==> src/rtl/pwm_capture.sv <==
// -----------------------------------------------------------------------------
// pwm_capture
//
// Measures an active-low PWM input in units of "ticks" (cycles where equal=1).
// For each complete period (falling edge to falling edge) the block reports
// the length of the low (on) phase and of the whole period. If no edge arrives
// for TIMEOUT ticks while measuring, the input is declared idle and its level
// is reported.
//
// Ports
//   mclk          system clock, all logic on the rising edge
//   rst           synchronous, active-high reset
//   equal         tick enable; counters advance only when high
//   pwm_in        asynchronous PWM input, 0 = on phase
//   on_count      ticks in the last complete low phase
//   period_count  ticks in the last complete period
//   valid         one-cycle pulse when on_count/period_count update
//   timeout       one-cycle pulse when the idle limit expires
//   idle_level    synchronized input level captured at the last timeout
//   overflow      sticky; a measurement counter saturated
// -----------------------------------------------------------------------------
module pwm_capture #(
  parameter int CNT_W   = 16,
  parameter int TIMEOUT = 1023
) (
  input  logic             mclk,
  input  logic             rst,
  input  logic             equal,
  input  logic             pwm_in,
  output logic [CNT_W-1:0] on_count,
  output logic [CNT_W-1:0] period_count,
  output logic             valid,
  output logic             timeout,
  output logic             idle_level,
  output logic             overflow
);

  typedef enum logic [1:0] {
    ST_IDLE,
    ST_LOW,
    ST_HIGH
  } state_t;

  localparam logic [CNT_W-1:0] CNT_MAX   = '1;
  // The idle counter expires on the tick that would take it to TIMEOUT.
  localparam logic [CNT_W-1:0] IDLE_LAST = CNT_W'(TIMEOUT - 1);

  // ---------------------------------------------------------------------------
  // Input synchronizer and edge detection
  // ---------------------------------------------------------------------------
  logic sync1_q;
  logic s_q;
  logic s_d_q;

  // NOTE: every flop is written with <= so all stages sample the pre-edge
  // value of their neighbour; a blocking '=' here would collapse the chain.
  always_ff @(posedge mclk) begin
    if (rst) begin
      sync1_q <= 1'b1;
      s_q     <= 1'b1;
      s_d_q   <= 1'b1;
    end else begin
      sync1_q <= pwm_in;
      s_q     <= sync1_q;
      s_d_q   <= s_q;
    end
  end

  logic fall;
  logic rise;
  logic edge_seen;

  assign fall      = s_d_q & ~s_q;
  assign rise      = ~s_d_q & s_q;
  assign edge_seen = fall | rise;

  // ---------------------------------------------------------------------------
  // Measurement state
  // ---------------------------------------------------------------------------
  state_t           state_q,      state_d;
  logic [CNT_W-1:0] cnt_q,        cnt_d;
  logic [CNT_W-1:0] low_latch_q,  low_latch_d;
  logic [CNT_W-1:0] idle_q,       idle_d;
  logic [CNT_W-1:0] on_count_q,   on_count_d;
  logic [CNT_W-1:0] period_q,     period_d;
  logic             valid_q,      valid_d;
  logic             timeout_q,    timeout_d;
  logic             idle_level_q, idle_level_d;
  logic             overflow_q,   overflow_d;

  always_ff @(posedge mclk) begin
    if (rst) begin
      state_q      <= ST_IDLE;
      cnt_q        <= '0;
      low_latch_q  <= '0;
      idle_q       <= '0;
      on_count_q   <= '0;
      period_q     <= '0;
      valid_q      <= 1'b0;
      timeout_q    <= 1'b0;
      idle_level_q <= 1'b1;
      overflow_q   <= 1'b0;
    end else begin
      state_q      <= state_d;
      cnt_q        <= cnt_d;
      low_latch_q  <= low_latch_d;
      idle_q       <= idle_d;
      on_count_q   <= on_count_d;
      period_q     <= period_d;
      valid_q      <= valid_d;
      timeout_q    <= timeout_d;
      idle_level_q <= idle_level_d;
      overflow_q   <= overflow_d;
    end
  end

  logic             measuring;
  logic             tick;
  logic             cnt_at_max;
  logic [CNT_W-1:0] cnt_inc;
  logic             expire;

  assign measuring  = (state_q != ST_IDLE);
  assign tick       = measuring & equal;
  assign cnt_at_max = (cnt_q == CNT_MAX);
  // Saturating cnt + equal: the value latched on an edge includes the tick of
  // the edge cycle itself.
  assign cnt_inc    = (equal && !cnt_at_max) ? cnt_q + 1'b1 : cnt_q;
  // An edge in the expiry cycle takes priority over the timeout.
  assign expire     = tick & ~edge_seen & (idle_q == IDLE_LAST);

  // NOTE: every _d signal takes its hold value before any branch, so paths
  // that do not assign it cannot infer a latch.
  always_comb begin
    state_d      = state_q;
    cnt_d        = cnt_q;
    low_latch_d  = low_latch_q;
    idle_d       = idle_q;
    on_count_d   = on_count_q;
    period_d     = period_q;
    valid_d      = 1'b0;
    timeout_d    = 1'b0;
    idle_level_d = idle_level_q;
    overflow_d   = overflow_q | (tick & cnt_at_max);

    if (measuring) begin
      cnt_d = cnt_inc;
    end

    if (edge_seen) begin
      idle_d = '0;
    end else if (tick) begin
      idle_d = idle_q + 1'b1;
    end

    case (state_q)
      ST_IDLE: begin
        // First fall after idle only arms the measurement.
        if (fall) begin
          state_d = ST_LOW;
          cnt_d   = '0;
        end
      end
      ST_LOW: begin
        if (rise) begin
          low_latch_d = cnt_inc;
          state_d     = ST_HIGH;
        end
      end
      ST_HIGH: begin
        if (fall) begin
          period_d   = cnt_inc;
          on_count_d = low_latch_q;
          valid_d    = 1'b1;
          cnt_d      = '0;
          state_d    = ST_LOW;
        end
      end
      default: begin
        state_d = ST_IDLE;
      end
    endcase

    if (expire) begin
      state_d      = ST_IDLE;
      timeout_d    = 1'b1;
      idle_level_d = s_q;
      cnt_d        = '0;
      idle_d       = '0;
    end
  end

  assign on_count     = on_count_q;
  assign period_count = period_q;
  assign valid        = valid_q;
  assign timeout      = timeout_q;
  assign idle_level   = idle_level_q;
  assign overflow     = overflow_q;

endmodule

==> config.mk <==
export PLATFORM = sky130hd
export DESIGN_NAME = pwm_capture
export DESIGN_NICKNAME = d
export VERILOG_FILES = /design/src/rtl/pwm_capture.sv
export SDC_FILE = /design/constraint.sdc
export NUM_CORES = 1
export LEC_CHECK = 0
export ABC_AREA = 1
export CAP_MARGIN = 25
export CORE_MARGIN = 3
export CORE_UTILIZATION = 42
export CTS_BUF_LIST = sky130_fd_sc_hd__clkbuf_8
export CTS_CLUSTER_DIAMETER = 40
export DETAILED_ROUTE_END_ITERATION = 10
export HOLD_SLACK_MARGIN = 0.03
export PLACE_DENSITY = 0.62
export SLEW_MARGIN = 20
export SYNTH_ARGS = -nofsm -noshare
export SYNTH_HDL_FRONTEND = slang
export SYNTH_SLANG_ARGS = --single-unit
==> constraint.sdc <==
create_clock -name mclk -period 1.7 [get_ports mclk]
set_input_delay 0.17 -clock mclk [delete_from_list [all_inputs] [get_ports mclk]]
set_output_delay 0.17 -clock mclk [all_outputs]
set_load 0.02 [all_outputs]
==> out/metrics.cfg, run 1 <==
[outcome]
status=finished, final reports clean

[global_route]
grt_pass1_vias=3465
grt_overflow=0
grt_max_degree=32
grt_first_pass_wirelength_mm=16.5
grt.total_usage_pct=17.6
antenna_found_initial=0

[synthesis]
postSynth.asyncResetShare_pct=0
ys_warn_count=0
synthesis.instances=617
synth-seq-cells=89
synth_cell_type_count=32
synth_edf_count=0
avgSynthCellArea_um2=6.95
synthFlopType=dfxtp_1
syn_nets=626
synth_seq_area_share_pct=41.6
netlist_area_mm2=0.00429

[sta]
fin_crit_sh_pct=93.7
maxSlewViolCount=0
hold_violations=0
max_slew_margin_pct=69.0
holdWs_ns=0.382
timing.final.ws_setup_ns=0.107
finalSetupViolCount=0
grt_setup_unrepaired=yes
max_clock_freq_mhz=628
worst_pin_slew_ns=0.464
fin_crit_ns=1.59
finalClockSkew_ns=0.0110

[pwr]
leakage_nw=2.32
p_total_mw=3.95
power.density_mw_per_mm2=750
peakVddDrop_v=0.000553

[hold_path]
hold_depth=2
hp-start=pwm_in
min_to=sync1_q
hold_class=primary input to flop

[place]
port_buffers=39
place.gp.congestion=0.873
dp_hpwl_mm=7.04
dp_slack_ns=-0.00919
place_inst=794

[setup_path]
r2r_cells=11
critical_path_required_ns=1.95
cp_max_fo=12
critPathArrivalTime_ns=1.84
crit_path_cell_trace=ha_1, inv_2, nor2_4, nand2_2, nor2_2, nor2_2, buf_12, nand2_1, nand3_1, nand2_1, inv_1
cp-start-kind=flop
slowest_delay_ns=0.35
cp.buffers_inverters=3
path_class=flop to flop
critPathCaptureType=flop
reg2reg_slack_ns=0.11
reg2reg_to=low_latch_q[10]
cpLargestDelayFamily=simple AND/OR/NAND/NOR gates
r2r_start=cnt_q[0]
slowest_stage=dfxtp_1

[clocking]
htree_levels=3
cts_root_buf=clkbuf_8
insertion_delay_ns=0.35
clk_pin_slew_ns=0.09
cts_tree=yes
clock-sinks=89
postCtsHoldBufs=0
cts_made_buffers=9
cts_buffer_depth=2

[floorplanning]
ios=40
dieArea_mm2=0.0115
die_y_um=107
num_rows=36
initial_core_util_pct=43.4
core_area_mm2=0.00986
die_w_um=107

[cells_and_area]
fin_cells=813
syn_to_final_growth_pct=22.8
n_antenna_cell=0
final_util_pct=53.3
fill_cells=957
finalNetCount=684
drive_above_1_share_pct=14.6

[drt]
vias=3798
drt-pass1-iter-count=5
antenna_left=0
drt_wl_total_mm=9.45
drc_errors=0
wl_per_cell_um=11.6
first_iter_violations=195
via_per_inst=4.67

[run]
drv_cap=0

cell type report:
cell class / instances / area (um^2) / share of cell area [%]
well taps: 133 / 166 / 3.16
clock inverters: 7 / 76.3 / 1.45
multi-input cells: 424 / 2100 / 40.0
inverters: 81 / 308 / 5.85
clock buffers: 9 / 124 / 2.35
repair buffers: 70 / 698 / 13.3
flip-flops and latches: 89 / 1790 / 33.9
cell usage in the layout (no fill, tap or decap), drive strengths merged, types with 9 or more instances in the layout:
| master | instances |
|---|---|
| a21oi | 46 |
| buf | 31 |
| clkbuf | 9 |
| clkdlybuf4s50 | 39 |
| dfxtp | 89 |
| inv | 83 |
| nand2 | 147 |
| nand3 | 54 |
| nand4 | 13 |
| nor2 | 108 |
| o21ai | 27 |
power by group:
group,switching (mW),internal [mW]
sequential,0.0293,2.11
combinational,0.193,0.128
clock,0.790,0.693
total,1.01,2.94
worst max path at each step:
stage	depth (start not counted)	to	slack [ns]	start
global placement	10	idle_q[13]	0.04	equal
floorplan	11	low_latch_q[11]	0.04	cnt_q[0]
finish	11	low_latch_q[10]	0.11	cnt_q[0]
global route	8	low_latch_q[14]	-0.01	cnt_q[10]
detailed placement	10	idle_q[11]	-0.009	equal
CTS	10	cnt_q[11]	0.1	s_q
flip-flops by register name (all words and copies together) (netlist names):
signal,cells
period_count,16
overflow,1
idle_level,1
valid,1
state_q,2
on_count,16
low_latch_q,16
s_d_q,1
s_q,1
timeout,1
idle_q,16
cnt_q,16
sync1_q,1
Yosys cell counts (2+ instances only):
cell type,number,share of area (%)
dfxtp_1,89,42
xnor2_1,2,0.41
a21oi_1,46,5.4
nand3_1,53,6.2
inv_1,76,6.7
clkbuf_1,12,1.1
nand3b_1,6,1.1
o21ai_0,26,3.0
ha_1,5,1.5
nand4_1,12,1.8
xor2_1,7,1.4
buf_4,2,0.35
nand2_2,13,1.9
nor2_4,4,1.1
inv_2,4,0.35
nor2_2,4,0.58
nand2_4,10,2.6
or2_2,5,0.73
buf_2,6,0.70
nand2_1,124,11
nor2_1,100,8.8
cells by family after synthesis:
kind of cell	count (synthesis)	share of synthesized area [%]
AND/OR/NAND/NOR	336	36.4
buffers and inverters	104	9.90
flip-flops	89	41.6
AO/OA/AOI/OAI	74	8.79
XOR/XNOR	9	1.84
adder cells (fa/ha/maj)	5	1.46
stage by stage:
| step | setup TNS (ns) | cell area (um^2) |
|---|---|---|
| after floorplan | 0 | 4290 |
| after global placement | 0 | 5010 |
| after detailed placement | -0.0226 | 5010 |
| after CTS | 0 | 5210 |
| after global routing | -0.0189 | 5260 |
| final | 0 | 5260 |
what timing repair did:
item / 4_1_cts / 5_1_grt
endpoints found under the setup margin: 0 / 50
resized for setup: 0 / 8
setup buffers: 0 / 3
metal layers:
metal | track usage, % | vias to the layer above | wire length, um
met5 | 0 | - | 0
met4 | 4.75 | 0 | 129
met3 | 3.43 | 11 | 435
met2 | 27.5 | 78 | 4190
met1 | 24.7 | 1667 | 4690
li1 | - | 2042 | -
worst reg2reg max path, cell delays in order, from the launching register on:
cell and delay, ns:
dfxtp_1 0.35, ha_1 0.19, inv_2 0.05, nor2_4 0.14, nand2_2 0.08, nor2_2 0.14, nor2_2 0.06, buf_12 0.16
nand2_1 0.13, nand3_1 0.09, nand2_1 0.06, inv_1 0.03
Note: power is estimated with default switching activity, not from simulation.
==> inputs of run 2 (changes only) <==
- CAP_MARGIN: 25 -> 20
- GPL_ROUTABILITY_DRIVEN: default -> 0
==> results of run 2 <==
Same layout as run 1: the final DEF is identical, and so are final timing and power.
==> inputs of run 3 (changes only) <==
- PLACE_DENSITY: 0.62 -> default
- SETUP_SLACK_MARGIN: default -> 0.2
- TNS_END_PERCENT: default -> 10
==> run 3 against run 2 <==
Fmax up 2.7%; clock power up 16%; clock-buffer cell count unchanged; via count grew 6.0%; design area grew 9.1%; die area stayed put; sequential power about the same; utilization grew 4.8 points; power is 7.8% higher; setup slack improved by 0.042 ns; non-clock buffer count grew 17; critical path depth unchanged.
==> out/metrics.cfg, run 3 (synthesized netlist as in run 1, its figures left out) <==
[setup_path]
cp_max_fo=6  ; -6
cp_common_cell=nor2_4
critical_path_required_ns=1.97  ; +0.02 ns
cp-start-kind=flop
r2r_start=cnt_q[0]
cpLargestDelayFamily=simple AND/OR/NAND/NOR gates
startpoint=cnt_q[0]
path_class=flop to flop
crit_path_cell_trace=ha_4, inv_2, nor2_4, nand2_2, nor2_4, nor2_4, buf_12, nand2_8, nand3_1, nand2_1, inv_1
slowest_delay_ns=0.37  ; +0.02 ns
slowest_stage=dfxtp_2
critPathCaptureType=flop
critPathArrivalTime_ns=1.82  ; -0.02 ns
cp.buffers_inverters=3  ; unchanged

[floorplanning]
initial_core_util_pct=43.4  ; unchanged
ios=40  ; unchanged
dieArea_mm2=0.0115  ; unchanged
core_area_mm2=0.00986  ; unchanged
die_w_um=107  ; unchanged
die_y_um=107  ; unchanged
num_rows=36  ; unchanged

[place]
port_buffers=39  ; unchanged
placed_area_mm2=0.00504  ; +0.50%
dp_hpwl_mm=7.09  ; +0.77%
place_inst=797  ; +0.38%

[pwr]
leakage_nw=2.52  ; +8.6%
peakVddDrop_v=0.000316  ; -43%
p_total_mw=4.26  ; +7.8%
power.density_mw_per_mm2=742  ; -1.1%

[sta]
grt_setup_unrepaired=yes
maxSlewViolCount=0  ; unchanged
hold_violations=0  ; unchanged
worst_pin_slew_ns=0.325  ; -0.139 ns
fin_crit_ns=1.55  ; -0.0415 ns
max_clock_freq_mhz=645  ; +2.7%
holdWs_ns=0.368  ; -0.0138 ns
finalSetupViolCount=0  ; unchanged
fin_crit_sh_pct=91.2  ; -2.4 points
finalClockSkew_ns=0.0106  ; -0.000371 ns
max_slew_margin_pct=78.4  ; +9.3 points

[clocking]
cts_buffer_depth=2  ; unchanged
clk_pin_slew_ns=0.09  ; about the same
clock-sinks=89  ; unchanged
htree_levels=3  ; unchanged
insertion_delay_ns=0.37  ; +0.02 ns
cts_root_buf=clkbuf_8
cts_made_buffers=9  ; unchanged
cts_tree=yes

[drt]
drc_errors=0  ; unchanged
vias=4026  ; +6.0%
drt_wl_total_mm=10.6  ; +12%
first_iter_violations=225  ; +15%
drt-pass1-iter-count=4  ; -1
antenna_left=0  ; unchanged
wl_per_cell_um=12.8  ; +10%
via_per_inst=4.85  ; +3.8%

[global_route]
grt_overflow=0  ; unchanged
grt_pass1_vias=3634  ; +4.9%
grt_first_pass_wirelength_mm=17.2  ; +4.0%
grt.total_usage_pct=18.5  ; +0.97 points
grt_max_degree=32  ; unchanged
antenna_found_initial=0  ; unchanged

[cells_and_area]
final_util_pct=58.2  ; +4.8 points
syn_to_final_growth_pct=33.9
mostFrequentLayoutCells=110 x nand2_1, 90 x nor2_1, 73 x inv_1, 73 x dfxtp_1, 42 x a21oi_1
fin_cells=830  ; +2.1%
final_area_mm2=0.00574  ; +9.1%
finalNetCount=701  ; +2.5%
n_antenna_cell=0  ; unchanged
drive_above_1_share_pct=24.8  ; +10 points
final_common_cell=nand2_1

[run]
drv_cap=0  ; unchanged

[outcome]
status=finished, final reports clean

[hold_path]
hold_class=primary input to flop
hp-start=pwm_in

## run 3: power by group
group	total, mW	internal, mW	switching, mW
registers	2.14	2.11	0.0287
logic	0.393	0.162	0.231
clock network	1.72	0.966	0.755
total	4.26	3.24	1.01
## run 3: final timing paths
check / to / slack [ns] / cells after the start
setup / recovery: cnt_q[11] / 0.15 / 11
hold / removal: sync1_q / 0.37 / 2
setup reg to reg: cnt_q[11] / 0.15 / 11
hold reg to reg: s_q / 0.41 / 1
## run 3: cell type report
| class | instances | area [um^2] |
|---|---|---|
| Clock buffer | 9 | 124 |
| Timing Repair Buffer | 87 | 875 |
| Clock inverter | 7 | 111 |
| Multi-Input combinational cell | 424 | 2350 |
| Tap cell | 133 | 166 |
| Inverter | 81 | 305 |
| Fill cell | 903 | 4130 |
| Sequential cell | 89 | 1810 |
## run 3: worst register-to-register path, cell delays in order (launching register included)
cell and delay [ns]:
dfxtp_2 0.37, ha_4 0.15, inv_2 0.04, nor2_4 0.13, nand2_2 0.10, nor2_4 0.13, nor2_4 0.07, buf_12 0.15
nand2_8 0.07, nand3_1 0.09, nand2_1 0.11, inv_1 0.05
## run 3: repair_timing
action | in CTS | in global routing
endpoints found under the setup margin | 82 | 102
endpoints found under the hold margin | 0 | 0
pin swaps | 1 | 27
gates resized for setup | 15 | 72
setup buffers | 4 | 11
cloned | 0 | 2
hold buffers | 0 | 0
## run 3: metal layers
layer | track usage (%) | routed length [um] | up-vias
met1 | 25.8 | 5050 | 1841
met4 | 7.21 | 217 | 0
met5 | 0 | 0 | -
li1 | - | - | 2082
met3 | 2.95 | 419 | 18
met2 | 28.8 | 4930 | 85
## run 3: through the flow
| stage | setup WS, ns | TNS [ns] |
|---|---|---|
| 4_1_cts | 0.186 | 0 |
| 5_1_grt | 0.0907 | 0 |
| 3_5_place_dp | -0.0275 | -0.0781 |
| 6_report | 0.149 | 0 |
| 3_3_place_gp | 0.0281 | 0 |
| 2_1_floorplan | 0.211 | 0 |
==> edit (config.mk and constraints of run 2) <==
`CNT_W`: 16 -> 32.
--- a/src/rtl/pwm_capture.sv
+++ b/src/rtl/pwm_capture.sv
@@ -20,7 +20,7 @@
 //   overflow      sticky; a measurement counter saturated
 // -----------------------------------------------------------------------------
 module pwm_capture #(
-  parameter int CNT_W   = 16,
+  parameter int CNT_W   = 32,
   parameter int TIMEOUT = 1023
 ) (
   input  logic             mclk,
Ports: changed (resized on_count and period_count); port bits go from 40 to 72. No check against the original RTL was run, so the function may have changed too.
==> edit against run 2 <==
The run now ends with setup timing left. Sequential cell count increased by 80. Design area increased by 140%. Sequential power increased by 90%. Synthesized cell count rose by 110%. Die area is 92% higher. Clock skew grew 0.0046 ns. Wire length increased to 3.0 times the old value. Final cell count rose by 120%. Count of clock-buffer cells in the layout rose by 8. Clock power up 93%. Area after synthesis is 99% higher. Total power rose by 98%. Setup slack got worse by 0.28 ns. Largest power group unchanged.
==> edit: results (changes against run 2) <==
{
  "run_status": {"value": "finished with violations"},
  "failed_checks": {"value": "setup timing"},
  "slowest_delay": {"value": 0.37, "unit": "ns", "change": "+0.02 ns"},
  "dp_hpwl": {"value": 16940, "unit": "um", "change": "+140%"},
  "fill_cells": {"value": 1581, "change": "+65%"},
  "final_util": {"value": 65.28, "unit": "%", "change": "+12 points"},
  "clock_tree.htree_level_count": {"value": 4, "change": "+1"},
  "synth_cell_type_count": {"value": 36, "change": "+13%"},
  "grt_first_pass_wirelength": {"value": 40370, "unit": "um", "change": "+140%"},
  "vias": {"value": 9214, "change": "+140%"},
  "ys_top_cells_by_count": {"value": "327 x sky130_fd_sc_hd__nand2_1, 235 x sky130_fd_sc_hd__nor2_1, 169 x sky130_fd_sc_hd__dfxtp_1"},
  "transition_time_at_the_pin_with_the_least_slew_margin": {"value": 0.3653, "unit": "ns", "change": "-0.09884 ns"},
  "groute.usage.overall": {"value": 22.42, "unit": "%", "change": "+4.9 points"},
  "numPortBuffers": {"value": 71, "change": "+82%"},
  "setup_slack": {"value": -0.1690, "unit": "ns", "change": "-0.2765 ns"},
  "finalSetupViolations": {"value": 105, "change": "+105"},
  "worstSkewPairLatency": {"value": 0.47, "unit": "ns", "change": "+0.12 ns"},
  "relative_contribution_of_combinational_cells_to_total_power": {"value": 11.5, "unit": "%", "change": "+3.4 points"},
  "nMultiInputCombCells": {"value": 928, "change": "+120%"},
  "dp_slack": {"value": -0.3004, "unit": "ns", "change": "-0.2913 ns"},
  "critical_path.startpoint": {"value": "cnt_q[1]"},
  "non_clock_buffer_area_share": {"value": 18.09, "unit": "%", "change": "+4.8 points"},
  "synth_cells": {"value": 1286, "change": "+110%"},
  "dp.cells": {"value": 1689, "change": "+110%"},
  "seq-cell-share": {"value": 26.53, "unit": "%", "change": "-7.4 points"},
  "grt_pass1_vias": {"value": 8248, "change": "+140%"},
  "synth.avg_cell_area": {"value": 6.627, "unit": "um2", "change": "-4.6%"},
  "grt_start_max_net_pins": {"value": 56, "change": "+75%"}
}
[edit: cell families (layout without fill, tap and decap cells)]
group,Yosys count,in the layout,share of synthesized area [%]
AO/OA/AOI/OAI,138,138,9.778
XOR/XNOR,15,15,1.542
adder cells (fa/ha/maj),5,5,0.7341
buffers and inverters,189,404,8.927
flip-flops,169,169,39.70
AND/OR/NAND/NOR,770,770,39.32
[edit: repair_timing]
action | 4_1_cts | 5_1_grt
cloned | 7 | 5
hold endpoints to repair | 0 | 0
pin swaps | 41 | 113
hold buffers | 0 | 0
endpoints found under the setup margin | 132 | 153
resized for setup | 119 | 289
setup buffers | 18 | 25
[edit: through the flow]
step	setup TNS, ns	power [uW]
floorplan	0	4489
global placement	-15.51	4717
detailed placement	-17.61	4724
CTS	-5.418	7671
global route	-17.41	8120
finish	-6.861	7832
[edit: per-layer routing]
metal	track usage [%]	up-vias	routed length, um
met4	7.991	0	1194
li1	-	4489	-
met3	3.291	101	1562
met5	0	-	0
met2	37.96	330	13500
met1	29.18	4294	11680
